<file path="config.mk">
export PLATFORM = sky130hd
export DESIGN_NAME = cmp_pipe_unit
export DESIGN_NICKNAME = d
export VERILOG_FILES = /design/src/rtl/cmp_pipe_unit.sv
export SDC_FILE = /design/constraint.sdc
export NUM_CORES = 1
export LEC_CHECK = 0
export ABC_CLOCK_PERIOD_IN_PS = 2350
export CAP_MARGIN = 5
export CORE_MARGIN = 8
export CORE_UTILIZATION = 43
export CTS_CLUSTER_DIAMETER = 80
export DETAILED_ROUTE_END_ITERATION = 16
export HOLD_SLACK_MARGIN = 0.12
export MAX_ROUTING_LAYER = met4
export PLACE_DENSITY = 0.87
export SLEW_MARGIN = 25
export SYNTH_ARGS = -nofsm -noshare
export SYNTH_HDL_FRONTEND = slang
export SYNTH_SLANG_ARGS = --single-unit
</file>
<file path="constraint.sdc">
create_clock -name clk -period 2.35 [get_ports clk]
set_input_delay 0.3525 -clock clk [delete_from_list [all_inputs] [get_ports clk]]
set_output_delay 0.3525 -clock clk [all_outputs]
set_load 0.02 [all_outputs]
</file>
<file path="src/rtl/cmp_pipe_unit.sv">
// Pipelined compare / branch-condition unit: computes A-B flags, evaluates one of
// eight relations, and keeps the flags of the last retired compare for branching.
module cmp_pipe_unit #(
  parameter int WIDTH  = 16,
  parameter int STAGES = 1
) (
  input  logic             clk,
  input  logic             rst_n,
  input  logic             in_valid,
  output logic             in_ready,
  input  logic [WIDTH-1:0] op_a,
  input  logic [WIDTH-1:0] op_b,
  input  logic [2:0]       cmp_op,
  input  logic             flush,
  output logic             out_valid,
  input  logic             out_ready,
  output logic             result,
  output logic             flag_z,
  output logic             flag_n,
  output logic             flag_v,
  output logic             flag_c,
  output logic             cc_z,
  output logic             cc_n,
  output logic             cc_v,
  output logic             cc_c
);

  typedef enum logic [2:0] {
    OP_EQ   = 3'b000,
    OP_NE   = 3'b001,
    OP_LT   = 3'b010,
    OP_LTE  = 3'b011,
    OP_LTU  = 3'b100,
    OP_LTEU = 3'b101,
    OP_GTE  = 3'b110,
    OP_GT   = 3'b111
  } cmp_op_e;

  typedef struct packed {
    logic result;
    logic z;
    logic n;
    logic v;
    logic c;
  } cmp_res_t;

  logic [WIDTH:0] diff;
  logic           signed_lt;
  cmp_res_t       calc;

  // A - B as A + ~B + 1; the carry out is the "no borrow" flag.
  always_comb begin
    // NOTE: every combinational output gets a default first so no path can infer a latch.
    calc      = '0;
    diff      = {1'b0, op_a} + {1'b0, ~op_b} + (WIDTH+1)'(1);
    calc.z    = (diff[WIDTH-1:0] == '0);
    calc.n    = diff[WIDTH-1];
    calc.v    = (op_a[WIDTH-1] != op_b[WIDTH-1]) && (diff[WIDTH-1] != op_a[WIDTH-1]);
    calc.c    = diff[WIDTH];
    signed_lt = calc.n ^ calc.v;
    unique case (cmp_op_e'(cmp_op))
      OP_EQ:   calc.result = calc.z;
      OP_NE:   calc.result = ~calc.z;
      OP_LT:   calc.result = signed_lt;
      OP_LTE:  calc.result = signed_lt | calc.z;
      OP_LTU:  calc.result = ~calc.c;
      OP_LTEU: calc.result = ~calc.c | calc.z;
      OP_GTE:  calc.result = ~signed_lt;
      OP_GT:   calc.result = ~signed_lt & ~calc.z;
      default: calc.result = 1'b0;
    endcase
  end

  logic     [STAGES-1:0] valid_q, valid_d;
  cmp_res_t [STAGES-1:0] data_q, data_d;
  logic     [STAGES:0]   ready_chain;
  logic     [STAGES-1:0] feed_valid;
  cmp_res_t [STAGES-1:0] feed_data;
  logic     [3:0]        cc_q, cc_d;
  logic                  out_fire;

  // Stage i loads when empty or when stage i+1 (or the consumer) takes its
  // content this cycle; the ready chain runs back from out_ready to in_ready.
  always_comb begin
    ready_chain         = '0;
    feed_valid          = '0;
    feed_data           = '0;
    valid_d             = valid_q;
    data_d              = data_q;
    ready_chain[STAGES] = out_ready;
    feed_valid[0]       = in_valid;
    feed_data[0]        = calc;
    for (int i = 1; i < STAGES; i++) begin
      feed_valid[i] = valid_q[i-1];
      feed_data[i]  = data_q[i-1];
    end
    for (int i = STAGES - 1; i >= 0; i--) begin
      ready_chain[i] = ~valid_q[i] | ready_chain[i+1];
    end
    for (int i = 0; i < STAGES; i++) begin
      if (flush) begin
        valid_d[i] = 1'b0;
      end else if (ready_chain[i]) begin
        valid_d[i] = feed_valid[i];
      end
      if (ready_chain[i] && feed_valid[i]) begin
        data_d[i] = feed_data[i];
      end
    end
  end

  assign out_fire = valid_q[STAGES-1] & out_ready;

  always_comb begin
    cc_d = cc_q;
    if (out_fire) begin
      cc_d = {data_q[STAGES-1].z, data_q[STAGES-1].n, data_q[STAGES-1].v, data_q[STAGES-1].c};
    end
  end

  always_ff @(posedge clk or negedge rst_n) begin
    if (!rst_n) begin
      // NOTE: stage data is reset along with the valid bits because result and
      // flag outputs must read 0 out of reset, not merely be marked invalid.
      valid_q <= '0;
      data_q  <= '0;
      cc_q    <= '0;
    end else begin
      // NOTE: non-blocking assignments so every stage samples the pre-edge value of its neighbour.
      valid_q <= valid_d;
      data_q  <= data_d;
      cc_q    <= cc_d;
    end
  end

  assign in_ready  = ready_chain[0];
  assign out_valid = valid_q[STAGES-1];
  assign result    = data_q[STAGES-1].result;
  assign flag_z    = data_q[STAGES-1].z;
  assign flag_n    = data_q[STAGES-1].n;
  assign flag_v    = data_q[STAGES-1].v;
  assign flag_c    = data_q[STAGES-1].c;
  assign {cc_z, cc_n, cc_v, cc_c} = cc_q;

endmodule

</file>
==> results.txt <==
- Max-Slew Margin vs Limit: 0.679
- Via density: 5.71
* Setup ws final: -1.66 ns
- Of the available clock period, the critical path in the final layout requires 1.71.
- The die is 76.6 um wide.
* Gp weighted congestion: 0.875
- Dominant cell type by area after synthesis: sky130_fd_sc_hd__dfrtp_1
- Initial drt markers: 120
- Slowest-stage cell, CP: sky130_fd_sc_hd__or4b_4
- Placed Area: 2560 sq um
- Xor/xnor share of the synthesized area: 0.0222
- Clock Pin Slew Worst Setup and Hold Paths: 0.05 ns
* Minimum setup slack after placement: -2.50 ns
- Data on the critical path arrives at its endpoint at 4.10 ns.
- In this run the static leakage power is 1.31 nW.
- For flop-to-flop paths, the worst setup slack is 0.77 ns.
- The number of clock buffers added by TritonCTS is 3.
- Summed over all layers, the global routing overflow is 0.
- Antenna violations before repair: 0
- CTS tree: done
* H-tree Lvls: 1
- Core occupancy in the finished layout: 0.815
- Max Root-Sink Buffers: 2
* Area share of the leading cell type in the synthesized netlist: 0.159
* Via Count: 2,016
- In this run the mean area of a mapped cell was 8.04 sq um.
* Number of hold-slack violations in the final timing report: 0
* Number of warning messages in the yosys log: 0
- The synthesized netlist occupies a cell area of 1580 sq um.
* Fraction of final layout cells with drive strength greater than 1: 0.489
* Number of nets produced by synthesis: 254
- Wires add up to 6.15 mm.
- Adder-Cell Fraction of Synth Area: 0.152
* Result of the run: finished, violations left
* Number of nets at the end of the flow: 364
- Of all flip-flops after synthesis, the portion carrying an async set or reset was 1.00.
- In this run, distinct cell masters in the synthesized netlist total 56.
- Area fraction in compound gates after synthesis: 0.310
- The die covers 5860 sq um.
- The first global-routing pass estimated 9.20 mm of wire.
- Avg WL per Cell: 17.4 um
* Final min period: 4.01 ns
* Largest stage delay on the critical path: 0.57 ns
- Highest attainable clock frequency: 249 MHz
- Tightest Hold Check Type: in -> async
- Half-perimeter wire length of the detailed placement result: 4.26 mm
- Reg-to-reg critical path startpoint: out_valid
- # port buffers: 50
- Setup repair after global routing could not meet its margin everywhere.
- After synthesis, the share of cell area in mux cells is 0.0651.
- Yosys mapped a number of flops with a built-in enable equal to 0.
* Max Cap Viol: 0
- Along the worst path, the maximum fanout reaches 3.
- Clock Tree Root: sky130_fd_sc_hd__clkbuf_8
- Violations in the final reports: negative setup slack
- At the later pin of the worst-skew pair, clock insertion delay measures 0.23 ns.
* Routed Antenna Nets: 0
* Worst vdd rail ir drop: 219 uV
- Number of rows in the core area: 22
- Dominant combinational cell family by area after synthesis: compound AO/OA/AOI/OAI gates
* Via count of the first global-routing pass: 2,042
- Post-Synthesis Cells: 196
- DRC violations left: 0
- Filler cell count: 203
- Top post-synthesis cells by area: sky130_fd_sc_hd__dfrtp_1, sky130_fd_sc_hd__ha_1, sky130_fd_sc_hd__inv_1
- After routing, the total negative slack on setup checks comes to -4.36 ns.
- Of the total synthesized cell area, the portion taken by AND, OR, NAND and NOR gates is 0.216.
* Largest net degree at the start of global routing: 11
- For the final database, setup skew stands at 0.000532 ns.
- Measured along the y axis, the die boundary spans 76.6 um.
- In this run, placement finished with an instance count of 337.
- The total area inside the core boundary comes to 3610 sq um.
- Total setup violations reported at the end of the flow: 5
* Ratio of total power to cell area: 414 nW/um^2
- The worst setup path is launched from an input port.
- At the worst endpoint, the required time is 2.44 ns.
- In the global route stage, overall resource usage came out at 0.186.
* Critical path, cell by cell: buf_8, ha_4, nor2b_4, o31a_4, a2111oi_4, o31ai_4, a21oi_2, o21ai_1, a21oi_1, o21ba_2, fa_1, nand3_2, a31o_2, or3_4, nor3_2, nand4b_1, or4b_4, o21ai_1, a41oi_1
- STA classifies the critical path endpoint as a register.
* Number of synthesized register bits: 10
* Worst Tran Pin Value: 0.469 ns
* Reg-to-Reg End: result
- The initial utilization of the core area, before any placement, comes to 0.437.
- Most repeated cell in the gate-level netlist after synthesis: sky130_fd_sc_hd__inv_1
* P&R area growth vs syn: 86.4%
* Number of cell instances on the worst register-to-register path: 5
- The tree built by TritonCTS fans out to 10 sinks.
* Post-Layout Inst Area: 2940 sq um
- Number of antenna repair diodes: 0
* Final cell count without fillers: 353
* Most used flip-flop cell after synthesis: sky130_fd_sc_hd__dfrtp_1
- The share of the Yosys chip area taken by registers is 0.159.
- Most used cell along the critical path: sky130_fd_sc_hd__o21ai_1
- The commonest cells after synthesis are sky130_fd_sc_hd__inv_1, sky130_fd_sc_hd__ha_1, sky130_fd_sc_hd__a21oi_1, sky130_fd_sc_hd__nand2_1, sky130_fd_sc_hd__o21ai_0.
- Number of detailed-routing iterations run before antenna repair: 4
* Setup CP Type: in -> reg
- Slew Limit Fails: 0
- Ports placed on the boundary: 51
layer usage:
layer | part of all wire | global-route usage | vias up
li1 | - | - | 958
met5 | 0 | - | -
met3 | 0.047 | 0.0366 | 12
met4 | 0.023 | 0.0538 | 0
met1 | 0.40 | 0.202 | 975
met2 | 0.53 | 0.334 | 71
cell families (layout without fill, tap and decap cells):
| family | Yosys count | after routing |
|---|---|---|
| AO/OA/AOI/OAI | 65 | 65 |
| XOR/XNOR | 4 | 4 |
| adder cells (fa/ha/maj) | 18 | 18 |
| buffers and inverters | 31 | 140 |
| flip-flops | 10 | 10 |
| multiplexers | 9 | 9 |
| AND/OR/NAND/NOR | 59 | 59 |
power breakdown:
group	internal (mW)	total, mW	switching [mW]
sequential	0.202	0.221	0.0190
clock	0.147	0.212	0.0654
combinational	0.418	0.785	0.367
through the flow:
stage	hold WS, ns	power, mW
detailed placement	0.492	0.867
global route	0.483	1.28
floorplan	0.0569	0.563
CTS	0.445	1.15
finish	0.441	1.22
global placement	0.485	0.843
final cells by class:
cell class              count  area [sq um]  area share
clock buffers               4          55.1      0.0187
inverters                  25           109      0.0370
multi-input cells         155          1530       0.522
flip-flops and latches     10           250      0.0851
well taps                  48          60.1      0.0204
repair buffers            111           931       0.317
registers in the layout (all words and copies together) (netlist names):
name,cells
cc_q,4
flag_c,1
flag_n,1
flag_v,1
flag_z,1
out_valid,1
result,1
worst max path at each step:
stage	startpoint	to	cells after the start
floorplan	op_b[4]	result	19
global placement	op_b[4]	result	19
detailed placement	op_b[4]	result	19
CTS	op_b[1]	result	20
global route	op_b[1]	result	20
finish	op_a[1]	result	19
critical path, delay by kind of cell:
kind,cells,cell delay (ns)
AO/OA/AOI/OAI,10,1.51
buffers and inverters,1,0.10
AND/OR/NAND/NOR,6,1.35
adder cells (fa/ha/maj),2,0.77
cell usage in the layout (no fill, tap or decap), drive strengths merged, types with 6 or more instances in the layout:
| cell | n |
|---|---|
| clkbuf | 14 |
| o21ai | 13 |
| nor2 | 9 |
| a21oi | 15 |
| nand2 | 14 |
| buf | 68 |
| ha | 16 |
| nand2b | 6 |
| inv | 25 |
| dfrtp | 10 |
| clkdlybuf4s50 | 26 |
| mux2 | 7 |
timing repair:
action                     in CTS  in global routing
buffers inserted                7                  8
setup endpoints to repair       5                  5
hold buffers                    0                  0
pin swaps                      36                 36
hold endpoints to repair        0                  0
gates resized for setup        95                 46
Note: power is estimated with default switching activity, not from simulation.
